--- config.mk ---
export PLATFORM = sky130hd
export DESIGN_NAME = phase_timer
export DESIGN_NICKNAME = d
export VERILOG_FILES = /design/src/rtl/phase_timer.sv
export SDC_FILE = /design/constraint.sdc
export NUM_CORES = 1
export LEC_CHECK = 0
export BUFFER_PORTS_ARGS = -buffer_cell sky130_fd_sc_hd__buf_2
export CAP_MARGIN = 0
export CORE_ASPECT_RATIO = 0.7
export CORE_MARGIN = 2
export CORE_UTILIZATION = 45
export DETAILED_ROUTE_END_ITERATION = 6
export PLACE_DENSITY_LB_ADDON = 0.3
export SLEW_MARGIN = 40
export SYNTH_ARGS = -nofsm -noshare
export SYNTH_HDL_FRONTEND = slang
export SYNTH_SLANG_ARGS = --single-unit
--- constraint.sdc ---
create_clock -name clk -period 2.7 [get_ports clk]
set_input_delay 0 -clock clk [delete_from_list [all_inputs] [get_ports clk]]
set_output_delay 0 -clock clk [all_outputs]
set_load 0.02 [all_outputs]
--- src/rtl/phase_timer.sv ---
// -----------------------------------------------------------------------------
// phase_timer
//
// Phase-duration timer for the traffic-light controller. The light FSM drives a
// one-hot phase select; this block times the active phase using a per-phase
// duration taken from a runtime bus, counting in prescaled time units, and
// raises a Mealy end pulse in the last cycle of the phase so the FSM can
// advance on that same edge.
//
// Parameters
//   CNT_W      width of the unit counter, of each duration and of remaining
//   NUM_PHASES number of phases
//   PRESCALE   clock cycles per time unit (>= 1)
//
// Ports
//   clk        clock, rising edge
//   rst_n      asynchronous active-low reset
//   phase_sel  one-hot active phase from the FSM
//   dur_bus    duration of phase i (units) at dur_bus[i*CNT_W +: CNT_W]
//   hold       freezes timing while high
//   restart    synchronously restarts the current phase (overrides hold)
//   phase_end  one-hot, high in the last cycle of the active phase
//   any_end    OR of phase_end
//   remaining  units left in the active phase (0 when the select is invalid)
//   sel_err    phase_sel is not one-hot
// -----------------------------------------------------------------------------
module phase_timer #(
    parameter int CNT_W      = 8,
    parameter int NUM_PHASES = 4,
    parameter int PRESCALE   = 1
) (
    input  logic                        clk,
    input  logic                        rst_n,
    input  logic [NUM_PHASES-1:0]       phase_sel,
    input  logic [NUM_PHASES*CNT_W-1:0] dur_bus,
    input  logic                        hold,
    input  logic                        restart,
    output logic [NUM_PHASES-1:0]       phase_end,
    output logic                        any_end,
    output logic [CNT_W-1:0]            remaining,
    output logic                        sel_err
);

    localparam int              PS_W   = (PRESCALE > 1) ? $clog2(PRESCALE) : 1;
    localparam logic [PS_W-1:0] PS_MAX = PS_W'(PRESCALE - 1);

    logic [PS_W-1:0]       ps_cnt;   // cycle within the current time unit
    logic [CNT_W-1:0]      el;       // whole units elapsed in this phase
    logic [NUM_PHASES-1:0] sel_q;    // select seen last cycle
    logic                  end_q;    // an end pulse was issued last cycle

    logic                  valid;
    logic [CNT_W-1:0]      dur_raw;
    logic [CNT_W-1:0]      dur;
    logic                  tick;
    logic                  last;
    logic                  sel_chg;
    logic                  clear;

    // One-hot test: non-zero with a single bit set.
    assign valid   = (phase_sel != '0) &&
                     ((phase_sel & (phase_sel - NUM_PHASES'(1))) == '0);
    assign sel_err = ~valid;

    // NOTE: every signal assigned in an always_comb gets a default first, so
    // no path leaves it unassigned and no latch is inferred.
    always_comb begin
        dur_raw = '0;
        for (int i = 0; i < NUM_PHASES; i++) begin
            if (phase_sel[i]) begin
                dur_raw = dur_raw | dur_bus[i*CNT_W +: CNT_W];
            end
        end
    end

    // A zero duration behaves as one unit so every phase still ends.
    assign dur  = (dur_raw == '0) ? CNT_W'(1) : dur_raw;

    assign tick = valid & ~hold & (ps_cnt == PS_MAX);

    // >= rather than == so a duration lowered mid-phase ends on the next tick.
    // restart suppresses the pulse; rst_n keeps outputs quiet while in reset
    // (with PRESCALE=1 the cleared counters would otherwise look like a tick).
    assign last = tick & (el >= dur - CNT_W'(1)) & ~restart & rst_n;

    assign phase_end = phase_sel & {NUM_PHASES{last}};
    assign any_end   = |phase_end;

    // A select change that follows an end pulse is the normal FSM handshake;
    // only a change without a preceding end restarts timing.
    assign sel_chg = (phase_sel != sel_q) & ~end_q;
    assign clear   = restart | sel_chg | ~valid;

    assign remaining = !valid      ? '0 :
                       (el >= dur) ? '0 : dur - el;

    // NOTE: sequential state uses non-blocking assignments so every register
    // samples pre-edge values, independent of statement order.
    always_ff @(posedge clk or negedge rst_n) begin
        if (!rst_n) begin
            ps_cnt <= '0;
            el     <= '0;
            sel_q  <= '0;
            // Set so the first select after reset is not taken as a change.
            end_q  <= 1'b1;
        end else begin
            sel_q <= phase_sel;
            end_q <= any_end;
            if (clear || last) begin
                ps_cnt <= '0;
                el     <= '0;
            end else if (hold) begin
                ps_cnt <= ps_cnt;
                el     <= el;
            end else if (tick) begin
                ps_cnt <= '0;
                el     <= el + CNT_W'(1);
            end else begin
                ps_cnt <= ps_cnt + PS_W'(1);
            end
        end
    end

endmodule
==> flow_summary_export.csv, run 1 <==
group,metric,value,unit
outcome,outcome,"finished with violations",
outcome,violations,"negative setup slack",
cells_and_area,area_growth,78.5,%
cts,cts_tree,"yes",
pwr,internal-power,557,uW
floorplan,start_util,0.482,
timing,slew_headroom,0.527,
synthesis,yosysWarnings,0,
routing,routed-via-count,2546,
floorplan,die_w,78.3,um
synthesis,synth-seq-cells,14,
routing,ant_nets,0,
routing,drt_iter0_drc,337,
cts,clockBufferDepth,2,
cells_and_area,num_antenna_cells,0,
critical_path,end_kind,"output pin",
placement,place.gp.congestion,0.838,
timing,hold_viol,0,
synthesis,ys_types,50,
pwr,power.total,913,uW
pwr,cellLeakagePower,1.33,nW
placement,dp_cells,338,
cts,path_clk_slew,60,ps
synthesis,synth_edf_count,0,
global_route,grt_max_degree,17,
routing,drc,0,
timing,min_period_over_period,1.18,
timing,tightest_slew,703,ps
timing,period_minus_slack,3190,ps
critical_path,startpoint_type,"primary input",
timing,clock_skew,8.02,ps
timing,fmax,313,MHz
cells_and_area,fin_nets,382,
critical_path,worstPathArrival,3190,ps
cts,htreeDepth,1,
pwr,ir_worst_vdd,0.310,mV
pwr,switchingPower,356,uW
cts,cts.sinks,14,
routing,detail_route.wirelength,8.61,mm
critical_path,crit_slowest_cell,"or4_4",
placement,dpl_worst_slack,-542,ps
pwr,power.share.combinational,0.563,
global_route,grt_pass1_vias,2290,
synthesis,synth_ff_type,"dfrtp_1",
critical_path,crit_type,"primary input to output pin",
pwr,swShare,0.390,
timing,drv_slew,0,
floorplan,die_h,56.0,um
synthesis,syn-num-nets,268,
critical_path,slowest_delay,570,ps
cts,root_buffer,"clkbuf_8",
pwr,seq_power_share,0.235,
synthesis,syn_area_per_cell,8.28,um2
timing,layout_setup_ws,-495,ps
cells_and_area,final_area,0.00310,mm2
synthesis,syn_inst,210,
synthesis,syn_area,0.00174,mm2
placement,placed_area,0.00254,mm2
global_route,antenna_found_initial,0,
floorplan,die_area,0.00438,mm2
cells_and_area,fin_util,0.861,
routing,wl_per_cell,23.1,um
floorplan,io_pins,54,
cts,worstSkewPairLatency,250,ps
synthesis,ys_seq_area_frac,0.202,
placement,port_buffers,53,
flow_run,maxCapViolCount,0,
pwr,powerDensity,295,mW/mm2
critical_path,worstPathRequired,2700,ps
cells_and_area,instances_no_fill,373,
routing,vias_per_cell,6.83,
min_path,hold_path.class,"primary input to register",
global_route,grt_pass1_wl,11.1,mm
pwr,clock_power_share,0.202,
critical_path,cp_max_fo,6,
cells_and_area,drive_above_1_share,0.545,
timing,setup_violations,23,
critical_path,cpMostUsedCell,"nand4_1",
global_route,grt_overflow,0,
floorplan,coreArea,0.00360,mm2
critical_path,cp_cell_sequence,"buf_2 > a22oi_2 > nand2_1 > or4_4 > nor4_4 > nor2_4 > ha_2 > nand4_1 > xor2_1 > ha_1 > nand4_1 > o31a_4 > nor4b_4 > buf_4",
critical_path,cp_num_buf_inv,2,
global_route,grt_util_all_layers,0.320,
synthesis,synthArstFlopShare,1.00,
timing,rsz0062_at_grt,"yes",
timing,tns,-8120,ps
cts,cts_buffers,3,
timing,hold_ws,45.8,ps
routing,first_pass_iters,5,
floorplan,std_cell_rows,18,
critical_path,crit_family,"simple AND/OR/NAND/NOR gates",
placement,post-dp-hpwl,4.53,mm
[area by class of cell]
class	instances	area (um2)
sequential	14	352
tap	50	62.6
multi-input combinational	173	1700
inverter	16	60.1
timing repair buffer	116	880
fill	160	502
clock buffer	4	45.0
[sequential cells by signal, summed over array words and instances (netlist names)]
signal	count
el	8
ps_cnt	1
end_q	1
sel_q	4
[layer usage]
metal  wire, um  GRT usage  part of all wire  up-vias
li1           -          -                 -     1044
met1       3180      0.416              0.37     1147
met2       3610      0.510              0.42      274
met3       1090     0.0909              0.13       81
met4        722      0.115             0.084        0
met5          0          0                 0        -
[synth_stat cells (all sizes together), types with 3 or more instances]
| cell | number | area share |
|---|---|---|
| nor4 | 4 | 0.014 |
| a21oi | 8 | 0.023 |
| nor2 | 9 | 0.019 |
| o21ai | 9 | 0.026 |
| a221oi | 6 | 0.030 |
| a21o | 4 | 0.017 |
| xor2 | 4 | 0.020 |
| dfrtp | 13 | 0.19 |
| o31ai | 4 | 0.017 |
| nand2b | 3 | 0.011 |
| nor3 | 5 | 0.014 |
| or3 | 3 | 0.011 |
| nand3 | 7 | 0.027 |
| nand2 | 13 | 0.028 |
| and2 | 3 | 0.011 |
| nor4b | 3 | 0.015 |
| xnor2 | 13 | 0.066 |
| ha | 17 | 0.12 |
| inv | 16 | 0.035 |
| buf | 6 | 0.018 |
| nand4 | 5 | 0.018 |
| or4 | 3 | 0.015 |
| a22oi | 16 | 0.069 |
| a211oi | 10 | 0.043 |
[worst register-to-register path, stage by stage (launching register included)]
cell and delay (ps):
dfrtp_1 390, buf_4 150, inv_1 120, ha_1 280
nand2b_1 160, a21o_1 210, a211oi_4 340, o31a_4 290
buf_4 150, o2111a_1 160
[cells in the final DEF, fill, tap and decap left out, types with 3 or more instances in the layout]
master and count:
a21oi_2 5, ha_1 14, nor2_1 7, xnor2_1 13, a22oi_1 6, buf_12 5
buf_4 65, nand2_1 12, buf_2 36, a221oi_2 4, nand4_1 5, nand3_1 6
o21ai_0 6, dfrtp_1 13, a21o_1 4, nand2b_1 3, inv_1 14, ha_2 3
buf_6 9, xor2_1 4, a21oi_1 3, a211oi_4 7, or3_1 3, a22oi_2 10
clkbuf_8 3, o31ai_1 3, nor4b_4 3
[worst paths after layout]
| path | depth (start not counted) | slack (ps) | from | to |
|---|---|---|---|---|
| min | 2 | 50 | phase_sel[0] | sel_q[0]$_DFF_PN0_ |
| min reg2reg | 2 | 640 | el[7]$_DFFE_PN0P_ | el[7]$_DFFE_PN0P_ |
| max reg2reg | 9 | 360 | el[0]$_DFFE_PN0P_ | ps_cnt$_DFFE_PN0P_ |
| min in group asynchronous | 2 | 190 | rst_n | el[6]$_DFFE_PN0P_ |
| max in group asynchronous | 2 | 2200 | rst_n | end_q$_DFF_PN1_ |
| max | 14 | -490 | dur_bus[20] | phase_end[1] |
[power groups by stage]
stage	logic, mW	registers, mW	clock network, mW
2_1_floorplan	0.238	0.218	0
3_3_place_gp	0.365	0.218	0
3_5_place_dp	0.374	0.218	0
4_1_cts	0.453	0.214	0.182
5_1_grt	0.538	0.215	0.200
6_report	0.514	0.215	0.185
[cells by family (layout without fill, tap and decap cells)]
family / count (synthesis) / in the layout / share of synthesized area
AOI/OAI and AO/OA: 72 / 72 / 0.303
and+or+nand+nor: 65 / 65 / 0.214
buffers and inverters: 23 / 136 / 0.0547
adders and majority gates: 18 / 18 / 0.134
xor gates and xnor gates: 17 / 17 / 0.0857
DFF: 14 / 14 / 0.202
muxes: 1 / 1 / 0.00648
[timing repair]
item,4_1_cts,5_1_grt
endpoints found under the hold margin,14,0
setup buffers,28,7
endpoints found under the setup margin,23,23
gates resized for setup,45,16
hold buffers,1,0
pin swaps,29,12
Note: power is estimated with default switching activity, not from simulation.
==> inputs of run 2 (changes only) <==
- CORE_ASPECT_RATIO: 0.7 -> 2
==> run 2 against run 1 <==
  * The flow still finishes with violations (negative setup slack)
  * Die area up 0.51%
  * Hold slack worse by 10 ps
  * Critical path depth up 1
  * Global-route usage up 1.8 points
  * Cell area up 0.28%
  * Via count down 13%
  * Routed wire length down 19%
  * Power down 0.26%
  * Core utilization down 3.4 points
  * Flip-flop and latch count unchanged
==> flow_summary_export.csv, run 2 (synthesis results as in run 1) <==
group,metric,value,unit
floorplan,io_pins,54,
cells_and_area,drive_above_1_share,0.564,
cts,cts_tree,"yes",
critical_path,worstPathRequired,2700,ps
outcome,outcome,"finished with violations",
floorplan,coreArea,0.00376,mm2
critical_path,crit_family,"simple AND/OR/NAND/NOR gates",
cells_and_area,final_area,0.00311,mm2
timing,layout_setup_ws,-327,ps
routing,drt_iter0_drc,86,
timing,rsz0062_at_grt,"yes",
pwr,ir_worst_vdd,0.330,mV
floorplan,std_cell_rows,32,
cells_and_area,area_growth,79.0,%
global_route,grt_pass1_wl,10.9,mm
routing,routed-via-count,2214,
timing,period_minus_slack,3030,ps
timing,tightest_slew,791,ps
floorplan,start_util,0.462,
placement,port_buffers,53,
global_route,grt_overflow,0,
min_path,hold_path.class,"primary input to register",
timing,fmax,330,MHz
timing,setup_violations,23,
cells_and_area,regMostFlops,"el",
critical_path,crit_slowest_cell,"or4_4",
floorplan,die_area,0.00441,mm2
timing,clock_skew,2.39,ps
cts,cts.sinks,14,
cells_and_area,num_antenna_cells,0,
routing,first_pass_iters,5,
global_route,antenna_found_initial,0,
flow_run,maxCapViolCount,0,
critical_path,cp_cell_sequence,"buf_4 > a22oi_2 > nand2_2 > or4_4 > nor4_4 > nor2_2 > ha_2 > inv_2 > nor3_4 > xnor2_2 > ha_2 > nand4_1 > o31a_4 > nor4b_4 > buf_4",
pwr,powerDensity,293,mW/mm2
cells_and_area,top_regs,"el: 8 flops, sel_q: 4 flops",
cts,htreeDepth,1,
outcome,violations,"negative setup slack",
cts,cts_buffers,3,
placement,place.gp.congestion,0.918,
routing,drc,0,
cells_and_area,final_cell_mix,"63 x buf_4, 34 x buf_2, 14 x ha_1",
cells_and_area,fin_util,0.826,
timing,min_period_over_period,1.12,
global_route,grt_pass1_vias,2296,
cells_and_area,largest_reg_flops,8,
timing,slew_headroom,0.459,
critical_path,worstPathArrival,3030,ps
routing,wl_per_cell,18.7,um
floorplan,die_h,91.9,um
cts,worstSkewPairLatency,250,ps
critical_path,cp_max_fo,6,
cts,path_clk_slew,60,ps
routing,detail_route.wirelength,6.95,mm
critical_path,slowest_delay,540,ps
cells_and_area,fin_nets,380,
routing,ant_nets,0,
routing,vias_per_cell,5.95,
critical_path,cp_num_buf_inv,3,
critical_path,crit_type,"primary input to output pin",
cts,root_buffer,"clkbuf_8",
cts,clockBufferDepth,2,
global_route,grt_max_degree,17,
cells_and_area,n_fill_cell,227,
cells_and_area,mostFrequentLayoutCell,"buf_4",
placement,post-dp-hpwl,4.41,mm
timing,hold_viol,0,
timing,drv_slew,0,
timing,hold_ws,35.6,ps
critical_path,end_kind,"output pin",
critical_path,startpoint_type,"primary input",
global_route,grt_util_all_layers,0.338,
pwr,cellLeakagePower,1.34,nW
placement,placed_area,0.00254,mm2
floorplan,die_w,47.9,um
## run 2: cell count changes in the layout (fill, tap and decap cells not counted), moves of 3 or more
cell     before  now
buf_12        5    2
nand2_2       1    4
nand2_1      12    9
buf_6         9   13
## run 2: through the flow
stage	instances	setup TNS, ps	setup WS, ps	power [mW]
after floorplan	210	-3880	-216	0.456
after global placement	339	-7870	-382	0.580
after detailed placement	339	-10170	-484	0.593
after CTS	370	-3240	-317	0.875
after global routing	372	-7290	-463	0.952
final	372	-4180	-327	0.911
## run 2: cell type report
type,instances,area (um2),share of cell area
multi-input combinational,173,1730,0.555
tap,51,63.8,0.0205
sequential,14,352,0.113
inverter,16,60.1,0.0193
timing repair buffer,114,855,0.275
clock buffer,4,55.1,0.0177
## run 2: worst register-to-register path: cells and delay by family (launching register included)
| family | cells | cell delay [ps] |
|---|---|---|
| AO/OA/AOI/OAI | 4 | 850 |
| adder cells (fa/ha/maj) | 1 | 260 |
| buffers and inverters | 3 | 440 |
| AND/OR/NAND/NOR | 1 | 150 |
| flip-flops | 1 | 430 |
## run 2: worst paths after layout
check,startpoint,endpoint,slack (ps),cells after the start
worst min register to register,el[7]$_DFFE_PN0P_,el[7]$_DFFE_PN0P_,630,2
worst max register to register,el[0]$_DFFE_PN0P_,el[6]$_DFFE_PN0P_,490,9
worst min-delay path,phase_sel[0],sel_q[0]$_DFF_PN0_,40,2
max in group asynchronous,rst_n,end_q$_DFF_PN1_,2220,2
worst max-delay path,dur_bus[22],phase_end[0],-330,15
min in group asynchronous,rst_n,sel_q[0]$_DFF_PN0_,190,2
## run 2: layer usage
layer | GRT usage | up-vias | part of all wire
met5 | 0 | - | 0
met4 | 0.160 | 0 | 0.030
met3 | 0.0984 | 19 | 0.056
met2 | 0.546 | 98 | 0.54
met1 | 0.383 | 1059 | 0.37
li1 | - | 1038 | -
## run 2: power by group
part	internal, mW	leakage (nW)	switching, mW	total (mW)
Clock	0.129	0.0288	0.0763	0.206
Combinational	0.235	1.13	0.256	0.491
Sequential	0.213	0.183	0.00152	0.215
## run 2: what timing repair did
action	CTS	global route
hold buffers	1	0
setup buffers	28	3
gates resized for setup	50	20
endpoints found under the setup margin	23	23
hold endpoints to repair	14	0
pin swaps	24	21
